<file path="src/rtl/fan_gear_if.sv">
// Bundles the gear sequencer's inputs from the state manager, timer and battery
// monitor, and its sequenced outputs to the downstream consumers.
interface fan_gear_if;
   logic       tick_100ms;
   logic [1:0] req_state;
   logic [7:0] battery;
   logic       battery_empty;
   logic       charging;
   logic [1:0] fan_state;
   logic       ramping;
   logic       derated;

   modport master (
      output tick_100ms,
      output req_state,
      output battery,
      output battery_empty,
      output charging,
      input  fan_state,
      input  ramping,
      input  derated
   );

   modport slave (
      input  tick_100ms,
      input  req_state,
      input  battery,
      input  battery_empty,
      input  charging,
      output fan_state,
      output ramping,
      output derated
   );
endinterface

</file>
<file path="src/rtl/fan_gear_sequencer.sv">
// Turns the requested fan gear into a sequenced effective gear: soft-started
// up-shifts, one-per-tick down-shifts, low-battery capping and empty override.
module fan_gear_sequencer #(
   parameter int unsigned STEP_TICKS = 5,
   parameter logic [7:0]  LOW_BATT   = 8'd20,
   parameter logic [7:0]  HYST       = 8'd5,
   parameter logic [1:0]  CAP_GEAR   = 2'b01
) (
   input  logic       clk,
   input  logic       rst_n,
   fan_gear_if.slave  bus
);

   typedef enum logic [1:0] {
      IDLE = 2'd0,
      UP   = 2'd1,
      DOWN = 2'd2
   } state_t;

   localparam logic [3:0] CNT_MAX   = 4'(STEP_TICKS - 1);
   localparam logic [8:0] REL_LEVEL = {1'b0, LOW_BATT} + {1'b0, HYST};

   state_t     state_reg, state_next;
   logic [1:0] fan_reg, fan_next;
   logic [3:0] cnt_reg, cnt_next;
   logic       derated_reg, derated_next;
   logic [1:0] target;

   // Set and clear conditions are disjoint, so the band between them holds.
   always_comb begin
      derated_next = derated_reg;
      if (!bus.charging && (bus.battery < LOW_BATT)) begin
         derated_next = 1'b1;
      end else if (bus.charging || ({1'b0, bus.battery} >= REL_LEVEL)) begin
         derated_next = 1'b0;
      end
   end

   always_comb begin
      target = bus.req_state;
      if (bus.battery_empty) begin
         target = 2'b00;
      end else if (derated_reg && (bus.req_state > CAP_GEAR)) begin
         target = CAP_GEAR;
      end
   end

   always_comb begin
      state_next = state_reg;
      fan_next   = fan_reg;
      cnt_next   = cnt_reg;
      if (bus.battery_empty) begin
         state_next = IDLE;
         fan_next   = 2'b00;
         cnt_next   = 4'd0;
      end else if (fan_reg == target) begin
         state_next = IDLE;
         cnt_next   = 4'd0;
      end else if (target > fan_reg) begin
         state_next = UP;
         if (state_reg != UP) begin
            cnt_next = 4'd0;
         end else if (bus.tick_100ms) begin
            if (cnt_reg == CNT_MAX) begin
               fan_next = fan_reg + 2'd1;
               cnt_next = 4'd0;
               // Landing on target this edge ends the ramp without an extra cycle.
               if (fan_next == target) begin
                  state_next = IDLE;
               end
            end else begin
               cnt_next = cnt_reg + 4'd1;
            end
         end
      end else begin
         state_next = DOWN;
         cnt_next   = 4'd0;
         if ((state_reg == DOWN) && bus.tick_100ms) begin
            fan_next = fan_reg - 2'd1;
            if (fan_next == target) begin
               state_next = IDLE;
            end
         end
      end
   end

   always_ff @(posedge clk or negedge rst_n) begin
      if (!rst_n) begin
         state_reg   <= IDLE;
         fan_reg     <= 2'b00;
         cnt_reg     <= 4'd0;
         derated_reg <= 1'b0;
      end else begin
         state_reg   <= state_next;
         fan_reg     <= fan_next;
         cnt_reg     <= cnt_next;
         derated_reg <= derated_next;
      end
   end

   assign bus.fan_state = fan_reg;
   assign bus.ramping   = (state_reg != IDLE);
   assign bus.derated   = derated_reg;

   a_cnt_bound: assert property (@(posedge clk) disable iff (!rst_n) cnt_reg <= CNT_MAX);

endmodule

</file>
<file path="src/flat_wrapper.sv">
// flat-port wrapper written by rule: the top's interface ports become plain ports
module fan_gear_sequencer_flat 
#(
   parameter int unsigned STEP_TICKS = 5,
   parameter logic [7:0]  LOW_BATT   = 8'd20,
   parameter logic [7:0]  HYST       = 8'd5,
   parameter logic [1:0]  CAP_GEAR   = 2'b01
)
  (clk, rst_n, bus_tick_100ms, bus_req_state, bus_battery, bus_battery_empty, bus_charging, bus_fan_state, bus_ramping, bus_derated);
  fan_gear_if bus_i ();
  input  logic clk;
  input  logic rst_n;
  input wire logic [$bits(bus_i.tick_100ms)-1:0] bus_tick_100ms;
  input wire logic [$bits(bus_i.req_state)-1:0] bus_req_state;
  input wire logic [$bits(bus_i.battery)-1:0] bus_battery;
  input wire logic [$bits(bus_i.battery_empty)-1:0] bus_battery_empty;
  input wire logic [$bits(bus_i.charging)-1:0] bus_charging;
  output wire logic [$bits(bus_i.fan_state)-1:0] bus_fan_state;
  output wire logic [$bits(bus_i.ramping)-1:0] bus_ramping;
  output wire logic [$bits(bus_i.derated)-1:0] bus_derated;
  assign bus_i.tick_100ms = bus_tick_100ms;
  assign bus_i.req_state = bus_req_state;
  assign bus_i.battery = bus_battery;
  assign bus_i.battery_empty = bus_battery_empty;
  assign bus_i.charging = bus_charging;
  assign bus_fan_state = bus_i.fan_state;
  assign bus_ramping = bus_i.ramping;
  assign bus_derated = bus_i.derated;
  fan_gear_sequencer #(.STEP_TICKS(STEP_TICKS), .LOW_BATT(LOW_BATT), .HYST(HYST), .CAP_GEAR(CAP_GEAR)) u_core (.clk(clk), .rst_n(rst_n), .bus(bus_i));
endmodule
</file>
<file path="config.mk">
export PLATFORM = sky130hd
export DESIGN_NAME = fan_gear_sequencer_flat
export DESIGN_NICKNAME = d
export VERILOG_FILES = /design/src/rtl/fan_gear_if.sv /design/src/rtl/fan_gear_sequencer.sv /design/src/flat_wrapper.sv
export SDC_FILE = /design/constraint.sdc
export NUM_CORES = 1
export LEC_CHECK = 0
export ABC_AREA = 1
export BUFFER_PORTS_ARGS = -buffer_cell sky130_fd_sc_hd__buf_4
export CAP_MARGIN = 20
export CORE_MARGIN = 2
export CORE_UTILIZATION = 50
export CTS_CLUSTER_DIAMETER = 50
export DETAILED_ROUTE_END_ITERATION = 12
export GPL_ROUTABILITY_DRIVEN = 1
export PLACE_DENSITY = 0.76
export SETUP_SLACK_MARGIN = 0.4
export SYNTH_ARGS = -nofsm -noshare
export SYNTH_HDL_FRONTEND = slang
export SYNTH_SLANG_ARGS = --single-unit
</file>
<file path="constraint.sdc">
create_clock -name clk -period 1.7 [get_ports clk]
set_input_delay 0.17 -clock clk [delete_from_list [all_inputs] [get_ports clk]]
set_output_delay 0.17 -clock clk [all_outputs]
set_load 0.005 [all_outputs]
</file>
==> impl_metrics.env <==
export IMPL_status="completed"
export IMPL_drtIter0Drc=12
export IMPL_antenna_found_initial=0
export IMPL_p_per_area_mw_per_mm2=1140
export IMPL_finalHoldViolCount=0
export IMPL_dieArea_sq_mm=0.00174
export IMPL_syn_to_final_growth_pct=43.8
export IMPL_ir_worst_vdd_v=0.000692
export IMPL_ys_ff_latch=9
export IMPL_grt_pass1_wl_um=3060
export IMPL_finalInstanceArea_sq_mm=0.00102
export IMPL_multiInputGateArea_sq_um=474
export IMPL_final_util_pct=77.7
export IMPL_synth_flop_cell="dfrtp_1"
export IMPL_place_hpwl_um=1360
export IMPL_cp_arrival_ns=1.70
export IMPL_fillers=97
export IMPL_synthesis_area_sq_um=712
export IMPL_cts_tree="yes"
export IMPL_synth_cells=102
export IMPL_grt_total_usage_pct=23.3
export IMPL_period_share_pct=90.9
export IMPL_crit_required_ns=1.86
export IMPL_worst_pin_slew_ns=0.335
export IMPL_synth_async_reset_ratio_pct=100
export IMPL_largest_reg_flops=4
export IMPL_io_pins=19
export IMPL_reg2regPathDepth=10
export IMPL_drc_errors=0
export IMPL_maxSlewHeadroom_pct=77.5
export IMPL_layout_nets=152
export IMPL_syn_nets=121
export IMPL_die_x_um=41.7
export IMPL_clk_pin_slew_ns=0.06
export IMPL_p_comb_share_pct=60.3
export IMPL_critPathLaunchType="register"
export IMPL_worstSkewPairLatency_ns=0.27
export IMPL_core_area_sq_mm=0.00132
export IMPL_fp_row_count=13
export IMPL_seq_area_sq_um=225
export IMPL_worstSetupPathType="reg2reg"
export IMPL_p_clk_share_pct=14.4
export IMPL_n_antenna_cell=0
export IMPL_netSwitchingFraction_pct=43.9
export IMPL_finalSetupViolations=0
export IMPL_cts_max_level=1
export IMPL_ys_seq_area_share_pct=31.6
export IMPL_power_leakage_nw=0.545
export IMPL_floorplan_initialDensity_pct=54.0
export IMPL_cts_buffer_depth=2
export IMPL_grt_max_degree=10
export IMPL_place_congestion=0.841
export IMPL_drtAntennaViolNets=0
export IMPL_clock_skew_ns=0.00269
export IMPL_fin_tns_setup_ns=0
export IMPL_cts_made_buffers=3
export IMPL_p_seq_share_pct=25.3
export IMPL_slew_viol_final=0
export IMPL_yosysUniqueCellTypes=21
export IMPL_dpl_cell_area_sq_um=918
export IMPL_min_path_type="in2reg"
export IMPL_drt_vias_per_instance=5.03
export IMPL_post_drt_wl_per_cell_um=11.7
export IMPL_syn_area_per_cell_sq_um=6.98
export IMPL_period_needed_ns=1.55
export IMPL_clock_root_buffer="clkbuf_4"
export IMPL_portBuffers=18
export IMPL_cap_violations=0
export IMPL_drive_gt1_share_pct=38.6
export IMPL_timing_fmax_mhz=647
export IMPL_finalPower_w=0.00116
export IMPL_rsz0062_at_grt="yes"
export IMPL_whs_path_depth=4
export IMPL_setup_worst_path_end_class="register"
export IMPL_synth_edf_count=0
export IMPL_cts_sinks=9
export IMPL_dr_pass1_iters=4
export IMPL_overflow=0
export IMPL_p_switching_w=0.000510
export IMPL_yosysWarnings=0
export IMPL_drt_wl_total_um=1730
export IMPL_vias=740
export IMPL_p_int_w=0.000652
export IMPL_crit_fanout=6
export IMPL_grt_pass1_vias=708
export IMPL_dieHeight_um=41.7
routing by layer:
metal	track usage, %	wire length [um]	up-vias
met5	0	0	-
met3	7.83	120	3
li1	-	-	384
met2	39.7	894	22
met4	6.45	19	0
met1	27.8	691	331
layout by cell type (no fill, tap or decap), drive strengths merged, types with 4 or more instances in the layout:
cell and count:
dfrtp 9, ha 4, nand2 24, clkbuf 4, o21ai 5, nand3 14, inv 21, nor2 12
buf 25
synth_stat cells (2+ instances only):
cell type  number  share of area (%)
inv_1          19                 10
nand2_1        19                 10
nand3_1        12                8.4
nor2_1         10                5.3
dfrtp_1         9                 32
ha_1            4                7.0
o21ai_1         4                2.8
a21oi_1         3                2.1
nand2_2         3                2.6
nor3_1          3                2.1
inv_2           2                1.1
nand2_4         2                3.2
nand3_2         2                2.8
nand4_1         2                1.8
nor2_4          2                3.2
path summary, 6_finish.rpt:
kind | to | startpoint | slack, ns
max | u_core.bus.fan_state[0] | u_core.bus.derated | 0.15
min | u_core.bus.derated | bus_battery[6] | 0.13
max reg2reg | u_core.bus.fan_state[0] | u_core.bus.derated | 0.15
min reg2reg | u_core.bus.fan_state[1] | u_core.bus.fan_state[1] | 0.56
max in group asynchronous | u_core.cnt_reg[0] | rst_n | 1.30
min in group asynchronous | u_core.state_reg[0] | rst_n | 0.26
worst max-delay path: stages (launching register included):
cell,delay (ns)
dfrtp_1,0.40
nand2_1,0.07
inv_1,0.04
o21ai_1,0.11
ha_1,0.28
nand2_4,0.13
nand2_4,0.08
nor2_4,0.10
nand2_2,0.07
nand3_1,0.09
nand2_1,0.06
area by class of cell:
type	count	area share, %
clock buffers	4	2.57
inverters	21	7.95
multi-input cells	72	46.3
flip-flops and latches	9	22.0
well taps	15	1.83
repair buffers	26	19.3
per-stage QoR:
stage	std cells	hold WS (ns)	worst slack, ns
after floorplan	102	-0.126	0.218
after global placement	137	0.00110	0.116
after detailed placement	137	0.00387	0.102
after global routing	147	0.133	0.0226
after CTS	146	0.131	0.172
final	147	0.132	0.155
power groups by stage:
stage	clock (W)	sequential (W)	combinational [W]
after floorplan	0	0.000296	0.000407
after global placement	0	0.000294	0.000584
after detailed placement	0	0.000296	0.000602
after CTS	0.000172	0.000292	0.000675
after global routing	0.000187	0.000298	0.000784
final	0.000167	0.000294	0.000701
kinds of logic after synthesis:
group | Yosys count | synth area share (%)
simple gates | 57 | 41.1
xor+xnor | 2 | 2.46
buf+inv | 21 | 11.1
flops | 9 | 31.6
fa+ha+maj | 4 | 7.03
compound gates | 9 | 6.68
timing repair:
item                                    CTS  global route
hold buffers                              1             0
gates cloned                              0             0
endpoints found under the hold margin     9             0
setup buffers                             4             1
gates resized for setup                   8             2
pin swaps                                 9             0
endpoints found under the setup margin    8             9
(Power assumes the default switching activity.)
